`src/rtl/approx_mul_sweep_ctrl_if.sv`:
```
// Operand/product bus between the sweep controller and the multiplier pair.
//   op_a, op_b : shared operands driven to both multipliers
//   exact_p    : product from the exact multiplier
//   approx_p   : product from the approximate multiplier
// master = controller side, slave = multiplier datapath side.
interface approx_mul_sweep_ctrl_if #(
  parameter int W = 2
);
  logic [W-1:0]   op_a;
  logic [W-1:0]   op_b;
  logic [2*W-1:0] exact_p;
  logic [2*W-1:0] approx_p;

  modport master (output op_a, output op_b, input exact_p, input approx_p);
  modport slave  (input op_a, input op_b, output exact_p, output approx_p);
endinterface

```
`src/rtl/approx_mul_sweep_ctrl.sv`:
```
// Exhaustive characterisation sequencer for an exact/approximate multiplier
// pair. Steps through every operand combination, waits LAT cycles for the
// datapath, then accumulates error distance (ED = |exact - approx|)
// statistics.
//   clk, rst_n      : clock, asynchronous active-low reset
//   start, abort    : begin a sweep (IDLE/DONE only), stop an active sweep
//   ed_thresh       : a vector is an error when ED > ed_thresh
//   mul             : operand/product bus (master side)
//   busy, done      : sweep active, one-cycle completion pulse
//   err_cnt, sum_ed, max_ed, fail_seen, first_fail_a/b : sweep statistics
//
// state | meaning
// IDLE  | waiting for start, statistics held
// APPLY | operands driven; counting down latency, sampling at wait_cnt == 0
// DONE  | sweep complete, done pulse for one cycle
module approx_mul_sweep_ctrl #(
  parameter int W   = 2,
  parameter int LAT = 0
) (
  input  logic                    clk,
  input  logic                    rst_n,
  input  logic                    start,
  input  logic                    abort,
  input  logic [2*W-1:0]          ed_thresh,
  approx_mul_sweep_ctrl_if.master mul,
  output logic                    busy,
  output logic                    done,
  output logic [2*W:0]            err_cnt,
  output logic [4*W-1:0]          sum_ed,
  output logic [2*W-1:0]          max_ed,
  output logic                    fail_seen,
  output logic [W-1:0]            first_fail_a,
  output logic [W-1:0]            first_fail_b
);

  localparam int CW = (LAT > 0) ? $clog2(LAT + 1) : 1;

  typedef enum logic [1:0] {
    IDLE  = 2'd0,
    APPLY = 2'd1,
    DONE  = 2'd2
  } state_t;

  state_t          state, state_nxt;
  logic [2*W-1:0]  idx;
  logic [CW-1:0]   wait_cnt;
  logic            clear_stats;
  logic            dec_wait;
  logic            sample;
  logic            last_vec;
  logic [2*W-1:0]  ed;

  // Operands come straight from the index register, so they only move on
  // the edge that leaves a sample cycle.
  assign mul.op_a = idx[2*W-1:W];
  assign mul.op_b = idx[W-1:0];

  assign last_vec = (idx == '1);

  // Subtract in whichever direction stays non-negative so ED never wraps.
  assign ed = (mul.exact_p >= mul.approx_p) ? (mul.exact_p - mul.approx_p)
                                            : (mul.approx_p - mul.exact_p);

  always_ff @(posedge clk or negedge rst_n) begin
    if (!rst_n) begin
      state <= IDLE;
    end else begin
      state <= state_nxt;
    end
  end

  always_comb begin
    state_nxt   = state;
    busy        = 1'b0;
    done        = 1'b0;
    clear_stats = 1'b0;
    dec_wait    = 1'b0;
    sample      = 1'b0;
    case (state)
      IDLE: begin
        if (start) begin
          clear_stats = 1'b1;
          state_nxt   = APPLY;
        end
      end
      APPLY: begin
        busy = 1'b1;
        // abort wins over a coincident sample; that sample is dropped.
        if (abort) begin
          state_nxt = IDLE;
        end else if (wait_cnt != '0) begin
          dec_wait = 1'b1;
        end else begin
          sample = 1'b1;
          if (last_vec) begin
            state_nxt = DONE;
          end
        end
      end
      DONE: begin
        done = 1'b1;
        if (start) begin
          clear_stats = 1'b1;
          state_nxt   = APPLY;
        end else begin
          state_nxt = IDLE;
        end
      end
      default: begin
        state_nxt = IDLE;
      end
    endcase
  end

  always_ff @(posedge clk or negedge rst_n) begin
    if (!rst_n) begin
      idx          <= '0;
      wait_cnt     <= '0;
      err_cnt      <= '0;
      sum_ed       <= '0;
      max_ed       <= '0;
      fail_seen    <= 1'b0;
      first_fail_a <= '0;
      first_fail_b <= '0;
    end else if (clear_stats) begin
      idx          <= '0;
      wait_cnt     <= CW'(LAT);
      err_cnt      <= '0;
      sum_ed       <= '0;
      max_ed       <= '0;
      fail_seen    <= 1'b0;
      first_fail_a <= '0;
      first_fail_b <= '0;
    end else if (dec_wait) begin
      wait_cnt <= wait_cnt - CW'(1);
    end else if (sample) begin
      sum_ed <= sum_ed + {{(2*W){1'b0}}, ed};
      if (ed > max_ed) begin
        max_ed <= ed;
      end
      if (ed > ed_thresh) begin
        err_cnt <= err_cnt + (2*W+1)'(1);
        if (!fail_seen) begin
          fail_seen    <= 1'b1;
          first_fail_a <= mul.op_a;
          first_fail_b <= mul.op_b;
        end
      end
      if (!last_vec) begin
        idx      <= idx + (2*W)'(1);
        wait_cnt <= CW'(LAT);
      end
    end
  end

endmodule

```
`src/flat_wrapper.sv`:
```
// flat-port wrapper written by rule: the top's interface ports become plain ports
module approx_mul_sweep_ctrl_flat 
#(
  parameter int W   = 2,
  parameter int LAT = 0
)
  (clk, rst_n, start, abort, ed_thresh, busy, done, err_cnt, sum_ed, max_ed, fail_seen, first_fail_a, first_fail_b, mul_op_a, mul_op_b, mul_exact_p, mul_approx_p);
  approx_mul_sweep_ctrl_if #(.W(W)) mul_i ();
  input  logic clk;
  input  logic rst_n;
  input  logic start;
  input  logic abort;
  input  logic [2*W-1:0] ed_thresh;
  output logic busy;
  output logic done;
  output logic [2*W:0] err_cnt;
  output logic [4*W-1:0] sum_ed;
  output logic [2*W-1:0] max_ed;
  output logic fail_seen;
  output logic [W-1:0] first_fail_a;
  output logic [W-1:0] first_fail_b;
  output wire logic [$bits(mul_i.op_a)-1:0] mul_op_a;
  output wire logic [$bits(mul_i.op_b)-1:0] mul_op_b;
  input wire logic [$bits(mul_i.exact_p)-1:0] mul_exact_p;
  input wire logic [$bits(mul_i.approx_p)-1:0] mul_approx_p;
  assign mul_op_a = mul_i.op_a;
  assign mul_op_b = mul_i.op_b;
  assign mul_i.exact_p = mul_exact_p;
  assign mul_i.approx_p = mul_approx_p;
  approx_mul_sweep_ctrl #(.W(W), .LAT(LAT)) u_core (.clk(clk), .rst_n(rst_n), .start(start), .abort(abort), .ed_thresh(ed_thresh), .mul(mul_i), .busy(busy), .done(done), .err_cnt(err_cnt), .sum_ed(sum_ed), .max_ed(max_ed), .fail_seen(fail_seen), .first_fail_a(first_fail_a), .first_fail_b(first_fail_b));
endmodule
```
`config.mk`:
```
export PLATFORM = sky130hd
export DESIGN_NAME = approx_mul_sweep_ctrl_flat
export DESIGN_NICKNAME = d
export VERILOG_FILES = /design/src/rtl/approx_mul_sweep_ctrl_if.sv /design/src/rtl/approx_mul_sweep_ctrl.sv /design/src/flat_wrapper.sv
export SDC_FILE = /design/constraint.sdc
export NUM_CORES = 1
export LEC_CHECK = 0
export ABC_AREA = 1
export BUFFER_PORTS_ARGS = -buffer_cell sky130_fd_sc_hd__clkbuf_2
export CAP_MARGIN = 20
export CORE_ASPECT_RATIO = 0.75
export CORE_MARGIN = 2
export CORE_UTILIZATION = 40
export DETAILED_ROUTE_END_ITERATION = 8
export PLACE_DENSITY = 0.74
export SLEW_MARGIN = 20
export SYNTH_ARGS = -nofsm -noshare
export SYNTH_HDL_FRONTEND = slang
export SYNTH_SLANG_ARGS = --single-unit
```
`constraint.sdc`:
```
create_clock -name clk -period 3.5 [get_ports clk]
set_clock_uncertainty 0.1 [all_clocks]
set_input_delay 0.7 -clock clk [delete_from_list [all_inputs] [get_ports clk]]
set_output_delay 0.7 -clock clk [all_outputs]
set_load 0.005 [all_outputs]
```
* After elaboration in Yosys (flattened, before gate mapping) *
Index checks and enable logic that the tools add are counted.

storage, ports and cells
  register bits after elaboration = 29
  output and inout port bits = 28

operators by class
  magnitude comparators = 3
  add/sub/neg operators = 6
  mux-type cells = 50
  equality and inequality tests = 10
  reductions and logical operators = 13

operators by type and width
  kind                                                                    count
  4-bit two-way mux                                                       9
  2-bit two-way mux                                                       14
  8-bit two-way mux                                                       3
  5-bit two-way mux                                                       4
  1-bit two-way mux                                                       19
  3-bit AND reduction                                                     4
  8-bit by 4-bit adder with 8-bit output                                  1
  4-bit > comparator                                                      2
  4-bit subtractor                                                        2
  2-bit case mux with 3 select lines                                      1
  2-bit nonzero test                                                      3
  5-bit by 1-bit adder with 5-bit output (second input constant)          1
  4-bit by 1-bit adder with 4-bit output (second input constant)          1
  4-bit equality test (second input constant)                             1
  4-bit >= comparator                                                     1
  2-bit by 1-bit != test with 1-bit output (second input constant)        2
  2-bit != test (second input constant)                                   2
  2-bit AND reduction                                                     2
  4-bit AND reduction                                                     1
  3-bit by 1-bit != test with 1-bit output (second input constant)        1
  3-bit by 2-bit != test with 1-bit output (second input constant)        1
  3-bit != test (second input constant)                                   1
  3-bit nonzero test                                                      1
  2-bit by 1-bit equality test with 1-bit output (second input constant)  1
  4 further kinds                                                         4

* Logic depth before layout (Yosys ltp) *
  word-level depth = 7
  mapped depth = 21
  depth with buffers taken out = 20

* Worst setup path before layout *
No wires, ideal clock.

  path kind = input to register
  start = in mul_exact_p[0]
  end = reg u_core.sum_ed[6]
  setup slack = 0.558 ns
  stages = 13
  required time = 3.283 ns
  path buffers = 0
  arrival time = 2.724 ns
  path through = inv_1 ha_1 inv_1 fa_1 nand2_1 nand3_2 o21ai_2 inv_1 fa_1 o21ai_0 nand3b_1 nor2_1 nor2_1

on the way
  word-level cells in the longest chain between the ends = 6

RTL lines
  element                                   line                          RTL
  start: declaration                        flat_wrapper.sv:24            input wire logic [$bits(mul_i.exact_p)-1:0] mul_exact_p;
  4-bit subtractor (tied with other cells)  approx_mul_sweep_ctrl.sv:62   : (mul.approx_p - mul.exact_p);
  4-bit two-way mux *                       approx_mul_sweep_ctrl.sv:61   assign ed = (mul.exact_p >= mul.approx_p) ? (mul.exact_p - mul.approx_p)
  8-bit by 4-bit adder with 8-bit output *  approx_mul_sweep_ctrl.sv:137  sum_ed <= sum_ed + {{(2*W){1'b0}}, ed};
  8-bit two-way mux *                       approx_mul_sweep_ctrl.sv:136  end else if (sample) begin
  8-bit two-way mux *                       approx_mul_sweep_ctrl.sv:134  end else if (dec_wait) begin
  8-bit two-way mux *                       approx_mul_sweep_ctrl.sv:125  end else if (clear_stats) begin
  end signal: assignment                    approx_mul_sweep_ctrl.sv:137
  end: declaration                          approx_mul_sweep_ctrl.sv:29   output logic [4*W-1:0] sum_ed,

Mark *: on every way between the ends. The rest lies on a longest branch, timed or not. The select of a mux whose other input is x is not followed.
A chain may end at the register's enable or synchronous reset.

* Worst setup path after layout *
Ends and elaborated chain as after synthesis.

==> results.yml <==
sta:
  final.period_utilization_pct: 89.0
  slew_headroom_pct: 52.7
  finalSetupViolCount: 0
  final-max-slew-violation-count: 0
  timing.final.hold_violations: 0
  post-route-min-period_ns: 3.12
  tightest_slew_ns: 0.710
  grt_setup_unrepaired: "no"
  fmax_ghz: 0.321
  tns_ns: 0
clocking:
  tritoncts: "built"
  worst_skew_pair.late_latency_ns: 0.28
  sinks_on_the_clock_net: 29
  tritoncts_buffers: 5
  root_buffer: "clkbuf_8"
  clk_transition_reported_paths_ns: 0.06
  cts_max_path_buffers: 2
  htreeDepth: 2
  cts.repair.resized: 0
  hold_buffers: 0
  cts_setup_buffers: 0
layout:
  mostFrequentLayoutCells: "64 x nand2_1, 52 x inv_1, 43 x clkbuf_2, 29 x nand3_1, 29 x dfrtp_1"
  final_common_cell: "nand2_1"
  final_cell_count_no_fill: 386
  area.growth.synth_to_final_pct: 17.5
  layout.nets: 365
  total_inserted_antenna_cells: 0
  fill_cells: 490
  final_core_util_pct: 49.5
  final_layout_size_suffix_gt1_share_pct: 19.6
synthesis:
  post_synth_instance_area_um2: 2090
  syn_avg_cell_area_um2: 7.57
  synth.yosys.seq_area_share_pct: 34.7
  synth.ff_latch_count: 29
  synth_cells: 276
  synth.distinct_cells: 31
  syn_nets: 316
  yosys_warnings: 0
critical_path:
  timing.setup.critical_path_class: "primary input to flop"
  worst_r2r_path_depth: 8
  cp.required_ns: 3.61
  path_max_fanout: 5
  critical_path.startpoint_type: "primary input"
  critical_path.endpoint_type: "flop"
  timing.critical_path.arrival_ns: 3.23
routing:
  routedWlPerCell_um: 11.7
  dr_drc_count: 0
  vias: 1885
  drc_violation_total_after_the_first_tritonroute_iteration: 81
  totalWireLength_um: 4530
  pre_repair_dr_iteration_count: 4
  avgViaCountPerCell: 4.88
  drt.antenna.violating_nets: 0
floorplanning:
  dieHeight_um: 66.6
  top_level_ports: 44
  initial_core_util_pct: 42.2
  die-area_um2: 5820
  core_region_area_um2: 4950
  die_x_um: 87.5
  rows: 22
global_routing:
  initial_antenna_violation_count: 0
  grt_pass1_wl_um: 7960
  global_route.overflow_total: 0
  grt_resource_usage_total_pct: 17.6
  grt_pass1_vias: 1825
  grt_start_max_net_pins: 30
pwr:
  leakage_uw: 0.00140
  p_per_area_nw_per_um2: 528
  irDropWorstVdd_mv: 0.183
  final_total_pwr_uw: 1300
hold_path:
  hold_path.class: "primary input to async pin"
placement:
  placed_cells: 378
  gpl.final_weighted_congestion: 0.825
  place.detailed.hpwl_um: 3610
  io_buffers: 43
job:
  max-cap-violations: 0
run_status:
  status: "finished, final reports clean"
[layout make-up]
| type | count | area [um^2] | area share [%] |
|---|---|---|---|
| well taps | 60 | 75.1 | 3.06 |
| clock buffers | 8 | 80.1 | 3.26 |
| inverters | 54 | 203 | 8.26 |
| multi-input cells | 191 | 1150 | 46.8 |
| flip-flops and latches | 29 | 726 | 29.6 |
| repair buffers | 44 | 223 | 9.07 |
[critical path: stages]
cell	delay, ns
clkbuf_2	0.09
inv_1	0.05
ha_1	0.13
inv_1	0.06
fa_1	0.39
nand2_1	0.12
nand3_2	0.14
o21ai_2	0.29
inv_1	0.10
fa_1	0.43
o21ai_0	0.33
nand3b_1	0.16
nand2_1	0.09
nand2_1	0.05
nor2_1	0.10
[power by group]
group | switching (uW) | internal, uW | total [uW]
registers | 73.9 | 408 | 482
logic | 328 | 225 | 553
clock network | 120 | 141 | 261
[synthesized netlist by cell type]
cell type / number / area share [%]
nand2_1: 64 / 11
inv_1: 52 / 9.3
dfrtp_1: 29 / 35
nand3_1: 29 / 6.9
nor2_1: 23 / 4.1
ha_1: 21 / 13
a21oi_1: 11 / 2.6
o21ai_0: 6 / 1.4
nand4_1: 5 / 1.5
o21ai_1: 5 / 1.2
nand2_2: 4 / 1.2
fa_1: 3 / 2.9
xor2_1: 3 / 1.3
inv_2: 2 / 0.36
nor2_4: 2 / 1.1
nor3_1: 2 / 0.48
a211oi_1: 1 / 0.36
a21oi_2: 1 / 0.42
a22o_1: 1 / 0.42
buf_2: 1 / 0.24
buf_4: 1 / 0.36
nand2_4: 1 / 0.54
nand3_2: 1 / 0.48
nand3_4: 1 / 0.84
nand3b_1: 1 / 0.36
nor2_8: 1 / 0.96
o21ai_2: 1 / 0.42
o21bai_1: 1 / 0.36
o22ai_1: 1 / 0.30
or2_2: 1 / 0.30
xnor2_1: 1 / 0.42
[cells by family (layout without fill, tap and decap cells)]
kind of cell / Yosys count / count (layout) / share of synthesized area (%)
adder cells (fa/ha/maj): 24 / 24 / 15.4
buffers and inverters: 56 / 106 / 10.3
AND/OR/NAND/NOR: 135 / 135 / 30.3
XOR/XNOR: 4 / 4 / 1.68
flip-flops: 29 / 29 / 34.7
AO/OA/AOI/OAI: 28 / 28 / 7.55
[worst paths after layout]
| kind | end | from | slack, ns |
|---|---|---|---|
| min in group clk | u_core.first_fail_b[0] | u_core.first_fail_b[0] | 0.42 |
| max in group asynchronous | u_core.idx[1] | rst_n | 2.48 |
| max reg2reg | u_core.sum_ed[6] | u_core.sum_ed[0] | 1.53 |
| min reg2reg | u_core.first_fail_b[0] | u_core.first_fail_b[0] | 0.42 |
| min | u_core.err_cnt[0] | rst_n | 0.36 |
| max | u_core.sum_ed[6] | mul_exact_p[0] | 0.38 |
[sequential cells by signal, indices dropped and copies added, names as in the netlist, 2 cells and up]
signal / cells
u_core.sum_ed: 8
u_core.state: 2
u_core.err_cnt: 5
u_core.first_fail_a: 2
u_core.first_fail_b: 2
u_core.max_ed: 4
u_core.idx: 4
[layer usage]
layer | wire length (um) | global-route usage, %
met1 | 2210 | 23.5
met2 | 2060 | 28.2
met3 | 198 | 4.21
met4 | 63 | 5.38
met5 | 0 | 0
[through the flow]
| step | setup WS, ns | cell area, um^2 | hold WS [ns] |
|---|---|---|---|
| after global routing | 0.145 | 2450 | 0.428 |
| after global placement | 0.179 | 2370 | 0.401 |
| after CTS | 0.401 | 2450 | 0.389 |
| final | 0.384 | 2450 | 0.356 |
| after floorplan | 0.558 | 2090 | 0.304 |
| after detailed placement | 0.152 | 2370 | 0.412 |
No activity file was read; power rests on OpenSTA's default activity.
